`config.mk`:
```
export PLATFORM = sky130hd
export DESIGN_NAME = enc4x2_drain
export DESIGN_NICKNAME = d
export VERILOG_FILES = /design/src/rtl/enc4x2_drain_pkg.sv /design/src/rtl/prio_enc4x2.sv /design/src/rtl/enc4x2_drain.sv
export SDC_FILE = /design/constraint.sdc
export NUM_CORES = 1
export LEC_CHECK = 0
export CAP_MARGIN = 30
export CORE_AREA = 5 5 42 44
export DETAILED_ROUTE_END_ITERATION = 8
export DIE_AREA = 0 0 47 49
export DONT_BUFFER_PORTS = 1
export HOLD_SLACK_MARGIN = 0.02
export PLACE_DENSITY = 0.66
export SLEW_MARGIN = 5
export SYNTH_ARGS = -nofsm -noshare
export SYNTH_HDL_FRONTEND = slang
export SYNTH_SLANG_ARGS = --single-unit
```
`constraint.sdc`:
```
create_clock -name clk -period 4.1 [get_ports clk]
set_clock_uncertainty 0.1 [all_clocks]
set_input_delay 1.025 -clock clk [delete_from_list [all_inputs] [get_ports clk]]
set_output_delay 1.025 -clock clk [all_outputs]
set_load 0.02 [all_outputs]
```
`src/rtl/enc4x2_drain_pkg.sv`:
```
// Shared types and constants for the 4:2 draining encoder and its dec2x4 partner.
// Optional zero-mask beat is enabled by defining ENC_ZERO_FLAG_EN.
package enc_pkg;

  localparam int unsigned N = 4;
  localparam int unsigned W = 2;

  typedef enum logic {
    IDLE,
    DRAIN
  } state_t;

  // Code emitted for each mask bit; dec2x4 maps these back to the same bit
  localparam logic [W-1:0] CODE_B3 = 2'b00;
  localparam logic [W-1:0] CODE_B2 = 2'b01;
  localparam logic [W-1:0] CODE_B1 = 2'b10;
  localparam logic [W-1:0] CODE_B0 = 2'b11;

endpackage

```
`src/rtl/prio_enc4x2.sv`:
```
// Combinational priority encoder: highest set bit wins (bit3 first).
// Also reports the one-hot bit being served and whether it is the only one set.
module prio_enc4x2
  import enc_pkg::*;
(
  input  logic [N-1:0] mask,
  output logic [W-1:0] code,
  output logic [N-1:0] clr,
  output logic         single
);

  // Select the highest set bit and its code
  always_comb begin
    code = CODE_B3;
    clr  = '0;
    if (mask[3]) begin
      code = CODE_B3;
      clr  = 4'b1000;
    end else if (mask[2]) begin
      code = CODE_B2;
      clr  = 4'b0100;
    end else if (mask[1]) begin
      code = CODE_B1;
      clr  = 4'b0010;
    end else if (mask[0]) begin
      code = CODE_B0;
      clr  = 4'b0001;
    end
  end

  // Exactly one bit set: nonzero with no second bit left after clearing the lowest
  assign single = (mask != '0) && ((mask & (mask - N'(1))) == '0);

endmodule

```
`src/rtl/enc4x2_drain.sv`:
```
// Drains a multi-hot request mask as one 2-bit code beat per set bit, highest first.
// Optional ENC_ZERO_FLAG_EN adds out_zero and turns an accepted zero mask into one flagged beat.
module enc4x2_drain
  import enc_pkg::*;
(
  input  logic         clk,
  input  logic         rst,
  input  logic         en_n,
  input  logic         in_vld,
  output logic         in_rdy,
  input  logic [N-1:0] in,
  output logic         out_vld,
  input  logic         out_rdy,
  output logic [W-1:0] out,
  output logic         out_last
`ifdef ENC_ZERO_FLAG_EN
  ,
  output logic         out_zero
`endif
);

  state_t       state;
  logic [N-1:0] mask_q;
  logic [N-1:0] clr_q;
  logic [N-1:0] rem;
  logic [N-1:0] enc_in;
  logic [W-1:0] code_n;
  logic [N-1:0] clr_n;
  logic         single_n;
  logic         acc;
  logic         beat;

  // Handshake qualifiers; enable and reset gate both sides immediately
  assign in_rdy  = (state == IDLE) && !en_n && !rst;
  assign out_vld = (state == DRAIN) && !en_n;
  assign acc     = in_vld && in_rdy;
  assign beat    = out_vld && out_rdy;

  // Mask left after the current beat is served
  assign rem    = mask_q & ~clr_q;
  assign enc_in = (state == IDLE) ? in : rem;

  // Encode whatever mask will be presented next cycle
  prio_enc4x2 u_prio (
    .mask   (enc_in),
    .code   (code_n),
    .clr    (clr_n),
    .single (single_n)
  );

  // FSM, mask register and registered beat outputs
  always_ff @(posedge clk or posedge rst) begin
    if (rst) begin
      state    <= IDLE;
      mask_q   <= '0;
      clr_q    <= '0;
      out      <= CODE_B3;
      out_last <= 1'b0;
`ifdef ENC_ZERO_FLAG_EN
      out_zero <= 1'b0;
`endif
    end else begin
      case (state)
        IDLE: begin
          if (acc) begin
            if (in != '0) begin
              mask_q   <= in;
              clr_q    <= clr_n;
              out      <= code_n;
              out_last <= single_n;
              state    <= DRAIN;
            end else begin
`ifdef ENC_ZERO_FLAG_EN
              mask_q   <= '0;
              clr_q    <= '0;
              out      <= CODE_B3;
              out_last <= 1'b1;
              out_zero <= 1'b1;
              state    <= DRAIN;
`endif
            end
          end
        end
        DRAIN: begin
          if (beat) begin
            mask_q <= rem;
            if (rem == '0) begin
              out_last <= 1'b0;
`ifdef ENC_ZERO_FLAG_EN
              out_zero <= 1'b0;
`endif
              state    <= IDLE;
            end else begin
              clr_q    <= clr_n;
              out      <= code_n;
              out_last <= single_n;
            end
          end
        end
        default: state <= IDLE;
      endcase
    end
  end

endmodule

```
# [Yosys cells after proc, flatten, opt, wreduce, memory -nomap -nowiden]
# Index checks and enable logic that the tools add are counted.
[totals] ff_bits=12 word_cells=61
[classes] n_addsub=1 n_eq_ne=4 muxes=33 n_bitwise=4 n_reduce_logical=14
[ops] cell="two-way mux 4 bit" n=11
[ops] cell="two-way mux 2 bit" n=8
[ops] cell="case mux 4 bit (2 select lines)" n=2
[ops] cell="two-way mux 1 bit" n=9
[ops] cell="AND 4 bit" n=2
[ops] cell="zero test 4 bit" n=2
[ops] cell="nonzero test 4 bit" n=2
[ops] cell="logical AND 1 bit" n=6
[ops] cell="inequality test 2 x 1 -> 1 bit (second input constant)" n=2
[ops] cell="inequality test 2 bit (second input constant)" n=2
[ops] cell="inverter 4 bit" n=1
[ops] cell="case mux 1 bit (2 select lines)" n=2
[ops] cell="case mux 2 bit (2 select lines)" n=1
[ops] cell="AND reduction 4 bit" n=1
[ops] cell="subtractor 4 x 1 -> 4 bit (second input constant)" n=1
[ops] cell="AND reduction 3 bit" n=1
[ops] cell="zero test 1 bit" n=2
[ops] cell="inverter 1 bit" n=1

# [Logic depth before layout (Yosys ltp)]
# Gate-level depths: netlist (run 1).
[logic_depth] ltp_word=10 mapped_depth=6 mapped_depth_nobuf=5

# [Hierarchy]
# Synthesis (run 1) repeated with hierarchy kept, for this count alone.
[hier_totals] cells_unflattened=58 area_unflattened_um2=708.2
[modules_own_cells] module="enc4x2_drain" n_inst=1 cells_each=45 area_per_inst_um2=620.6 seq_area_each_um2=300.3
[modules_own_cells] module="prio_enc4x2" n_inst=1 cells_each=13 area_per_inst_um2=87.6 seq_area_each_um2=0.0

# [Worst setup path after synthesis (run 1)]
# No wires, ideal clock.
[synth_timing] path_type="input-to-output" startpoint="in en_n" endpoint="out in_rdy" arrival_ns=1.510 required_time_ns=2.975 path_slack_ns=1.465 path_stages=1 n_path_buf=0 path_cell_list="nor3_1"
[synth_via] elab_chain_cells=3
[synth_lines] item="start: declaration" line_no="enc4x2_drain.sv:8" rtl="input logic en_n,"
[synth_lines] item="zero test 1 bit" line_no="enc4x2_drain.sv:34" rtl="assign in_rdy = (state == IDLE) && !en_n && !rst;"
[synth_lines] item="logical AND 1 bit (2 in a row)" line_no="enc4x2_drain.sv:34"
[synth_lines] item="end: declaration" line_no="enc4x2_drain.sv:10" rtl="output logic in_rdy,"
# No other way between the ends.

# [Worst setup path in the final report (run 1)]
# Same ends and word-level chain as after synthesis.

==> out/metrics.yaml, run 1 <==
timing.critical_path.slowest_cell_delay_ns: 0.51
io_buffers: 0
ir_drop_uv: 310
syn_inst: 62
crit_buf_inv: 0
synth_fa_ha_area_share_pct: 0
rows: 14
yosys.cell_types.count: 27
ys_warn_count: 0
firstDrtPassIters: 4
synth_flop_cell: "dfrtp_1"
io_pins: 14
crit_slowest_cell: "nor3_1"
start_util_pct: 48.7
syn_area_per_cell_um2: 11.0
die_y_um: 49
antenna_found_initial: 0
hold_depth: 2
cts-root-buf: "clkbuf_4"
post-route-min-period_ns: 2.66
worst-path-stages: 1
htree_levels: 1
r2r-start: "state"
ant_nets: 0
yosys.area_share.simple_pct: 17.0
crit_type: "in -> out"
outcome: "finished, final reports clean"
cts_tree: "yes"
timing.fmax_ghz: 0.376
numCtsBuffers: 3
synth_top_family_by_area: "compound AO/OA/AOI/OAI gates"
diodes: 0
min-delay-start: "clr_q[1]"
cts.clk_slew.worst_paths_ns: 0.07
grt_pass1_wl_um: 2280
grt_pass1_vias: 522
area_growth_pct: 6.59
fp.dieArea_um2: 2300
die_width_um: 47
nFillCells: 129
overflow: 0
setup_tns_ns: 0
maxSlewViolCount: 0
place_congestion: 0.712
num_vias: 489
startpoint: "en_n"
cts_hold_buffers: 0
final_net_count: 75
drt_iter0_drc: 12
synth-seq-area-share_pct: 44.0
max_cap_viol_count: 0
r2r.worst_path.cells: 4
cp.required_ns: 2.97
hold_viol_final: 0
clk_latency_ns: 0.28
setup_viol: 0
hold_class: "reg -> reg"
worst_slew_pin_slew_ns: 0.658
path_cells: "nor3_1"
cts_sinks: 12
core_um2: 1400
grt_start_max_net_pins: 13
layout-drive-gt1-share_pct: 18.5
fin_crit_sh_pct: 64.9
cts_setup_buffers: 0
multiInputGateArea_um2: 357
synth_edf_count: 0
synth_mux_area_share_pct: 12.3
critPathLaunchType: "primary input"
arrival_ns: 1.54
via_per_inst: 6.04
end_kind: "primary output"
slew_headroom_pct: 55.6
leakagePower_nw: 0.341
post_drt_wl_per_cell_um: 16.5
rsz0062_at_grt: "no"
grt_usage_pct: 14.2
synthArstFlopShare_pct: 100
ctsResizeCount: 0
synth_compound_area_share_pct: 21.6
ff_latch_area_um2: 300
dp_hpwl_um: 1030
cp_max_fo: 5
wirelength_um: 1340
cp_top_family: "simple AND/OR/NAND/NOR gates"
synth.cell_area_um2: 683
power.total_mw: 0.594
p_per_area_nw_per_um2: 815
ys_ff_latch: 12
synthesis.nets: 71
clk_path_buf_depth: 2
synth_xor_area_share_pct: 1.28
drc_errors: 0
-- per-stage QoR --
stage                     std cells  area (um^2)  util [%]  hold WS [ns]  worst slack, ns
after detailed placement         77          692      49.4         0.386             1.44
after global routing             81          728      52.0         0.422             1.39
after floorplan                  62          683         -         0.349             1.47
after global placement           77          692      49.4         0.376             1.43
final                            81          728      52.0         0.400             1.44
after CTS                        81          728      52.0         0.404             1.44
-- tightest hold or removal path, stage by stage, from the launching register on --
cell     delay [ns]
dfrtp_1        0.35
nand2_1        0.05
o31ai_1        0.06
-- power breakdown --
part / internal, mW / leakage [nW] / switching (mW) / total, mW
combinational: 0.126 / 0.171 / 0.139 / 0.265
clock: 0.0541 / 0.0210 / 0.0393 / 0.0934
sequential: 0.170 / 0.149 / 0.0644 / 0.235
-- state kept, by name, summed over array words and instances (netlist names) --
signal and cells:
state 1, out 2, clr_q 4, mask_q 4, out_last 1
-- cell usage after synthesis, types with 2 or more instances --
master	count	area, um^2
nor2_1	6	22.5
mux2_2	3	33.8
nor2b_1	5	31.3
mux2_4	2	30.0
a21oi_1	2	10.0
mux2i_1	2	20.0
o31ai_1	3	22.5
dfrtp_1	12	300
o41ai_1	2	17.5
inv_1	4	15.0
nand2_1	4	15.0
nand3b_1	2	15.0
-- cell type report --
class                      instances  share of cell area, %
clock buffer                       4                   4.98
inverter                           4                   2.06
multi-input combinational         45                   49.0
sequential                        12                   41.2
tap                               16                   2.75
-- path summary, 6_finish.rpt --
kind,to,slack (ns)
max,in_rdy,1.44
min,clr_q[1],0.40
max reg2reg,out_last,2.07
min reg2reg,clr_q[1],0.40
max in group asynchronous,clr_q[2],3.05
min in group asynchronous,mask_q[0],0.54
-- logic make-up after synthesis --
logic type,after synthesis
buf+inv,5
xor+xnor,1
flops,12
compound gates,16
mux,7
simple gates,21
-- placed cells by master, fill, tap and decap left out, drive strengths merged, types with 2 or more instances in the layout --
cell type / instances
dfrtp: 12
nor2: 6
nor2b: 5
mux2: 5
inv: 4
nand2: 4
clkbuf: 4
o31ai: 3
o41ai: 3
o21ai: 3
nand3b: 2
mux2i: 2
a21oi: 2
-- per-layer routing --
layer	wire, um	track usage [%]
met3	142	8.86
met1	505	15.5
met5	0	0
met4	16	9.22
met2	676	19.7
No activity file was read; power rests on OpenSTA's default activity.
==> run 2, diff against run 1 <==
PLACE_DENSITY = 0.69   (was 0.66)
clock period = 2.38 ns   (was 4.1 ns; I/O delays follow)
==> run 2 against run 1 <==
  * Clock-buffer cell count did not move
  * Critical path depth rose by 1
  * Design area rose by 1.0%
  * Via count fell by 1.2%
  * Setup slack got worse by 1.2 ns
  * Register-to-register slack got worse by 1.8 ns
  * Cell count rose by 1.2%
  * Total power rose by 73%
  * Critical path type is now reg -> out
  * Highest routed layer unchanged
==> out/metrics.yaml, run 2 (synthesis gave the netlist of run 1 again) <==
clk_latency_ns: 0.28  # about the same
fin_area_um2: 736  # +1.0%
end_kind: "primary output"
die_width_um: 47  # unchanged
cts.clk_slew.worst_paths_ns: 0.08  # about the same
cts_tree: "yes"
placed_cells: 78  # +1.3%
pre_cts_slack_ns: 0.156  # -1.28 ns
fp.dieArea_um2: 2300  # unchanged
hold_class: "in -> async"
die_y_um: 49  # unchanged
cts_hold_buffers: 0  # unchanged
cts_sinks: 12  # unchanged
numCtsBuffers: 3  # unchanged
grt_pass1_wl_um: 2210  # -2.8%
firstDrtPassIters: 4  # unchanged
rows: 14  # unchanged
num_vias: 483  # -1.2%
place_congestion: 0.754  # +5.9%
layout-drive-gt1-share_pct: 19.7  # +1.2 points
setup_tns_ns: 0  # unchanged
area_growth_pct: 7.69
antenna_found_initial: 0  # unchanged
path_cells: "inv_1 > nor2_1"
final_common_cell: "dfrtp_1"
p_per_area_nw_per_um2: 1400  # +71%
leakagePower_nw: 0.346  # +1.6%
grt_pass1_vias: 505  # -3.3%
cts-root-buf: "clkbuf_4"
overflow: 0  # unchanged
setup_ws_ns: 0.232  # -1.21 ns
placed_area_um2: 699  # +1.1%
via_per_inst: 5.89  # -2.4%
rsz0062_at_grt: "no"
final_cells: 82  # +1.2%
ant_nets: 0  # unchanged
post-route-min-period_ns: 2.15
cp_max_fo: 12  # +7
io_buffers: 0  # unchanged
diodes: 0  # unchanged
nFillCells: 137  # +6.2%
drc_errors: 0  # unchanged
setup_viol: 0  # unchanged
reg2reg_slack_ns: 0.30  # -1.77 ns
outcome: "finished, final reports clean"
post_drt_wl_per_cell_um: 16.1  # -2.5%
timing.fmax_ghz: 0.465
htree_levels: 1  # unchanged
ir_drop_uv: 560  # +81%
grt_usage_pct: 13.6  # -0.61 points
dp_hpwl_um: 1010  # -1.5%
crit_slowest_cell: "dfrtp_1"
worst_slew_pin_slew_ns: 0.694  # +0.0358 ns
start_util_pct: 48.7  # unchanged
cts_setup_buffers: 0  # unchanged
wirelength_um: 1320  # -1.3%
maxSlewViolCount: 0  # unchanged
hold_viol_final: 0  # unchanged
top_regs: "clr_q: 4 flops, mask_q: 4 flops, out: 2 flops"
final_cell_mix: "dfrtp_1, nor2_1, nor2b_1"
fin_crit_sh_pct: 90.3
drt_iter0_drc: 3  # -9
core_um2: 1400  # unchanged
final_net_count: 76  # +1.3%
slew_headroom_pct: 53.1  # -2.4 points
io_pins: 14  # unchanged
max_cap_viol_count: 0  # unchanged
ctsResizeCount: 0  # unchanged
arrival_ns: 1.45  # -0.09 ns
grt_start_max_net_pins: 13  # unchanged
clk_path_buf_depth: 2  # unchanged
crit_type: "reg -> out"
critPathLaunchType: "flip-flop"
cp.required_ns: 1.68  # -1.29 ns
timing.critical_path.slowest_cell_delay_ns: 0.64  # +0.13 ns
run 2: cell types whose count changed in the layout (fill, tap and decap cells not counted):
cell | before | now
buf_4 | 0 | 1
run 2: area by class of cell:
cell class,instances,area [um^2],share of cell area (%)
clock buffers,4,36.3,4.93
multi-input cells,45,357,48.5
flip-flops and latches,12,300,40.8
inverters,4,15.0,2.04
repair buffers,1,7.51,1.02
well taps,16,20.0,2.72
run 2: through the flow:
step                      util (%)  power (mW)  hold WS [ns]
after floorplan                  -       0.791         0.349
after global placement        49.9       0.861         0.387
after detailed placement      49.9       0.865         0.392
after CTS                     52.5        1.03         0.119
after global routing          52.5        1.11         0.141
final                         52.5        1.03         0.102
run 2: final timing paths:
| check | start | endpoint | cells past startpoint |
|---|---|---|---|
| min in group clk | rst | state | 1 |
| hold reg to reg | mask_q[3] | mask_q[3] | 1 |
| hold / removal | rst | mask_q[3] | 1 |
| max in group asynchronous | rst | out[1] | 1 |
| setup / recovery | state | out_vld | 2 |
| setup reg to reg | state | out_last | 4 |
run 2: where the power goes:
part,internal (mW),switching [mW]
Sequential,0.293,0.108
Clock,0.0931,0.0725
Combinational,0.221,0.240
run 2: critical path: cells and delay by family, from the launching register on:
| family | cells | cell delay (ns) |
|---|---|---|
| buf+inv | 1 | 0.19 |
| flops | 1 | 0.64 |
| simple gates | 1 | 0.35 |
run 2: layer usage:
metal | global-route usage, % | vias to the layer above | part of all wire [%]
li1 | - | 237 | -
met1 | 16.5 | 228 | 44
met2 | 20.6 | 16 | 45
met3 | 6.64 | 2 | 10
met4 | 4.15 | 0 | 0.60
met5 | 0 | - | 0
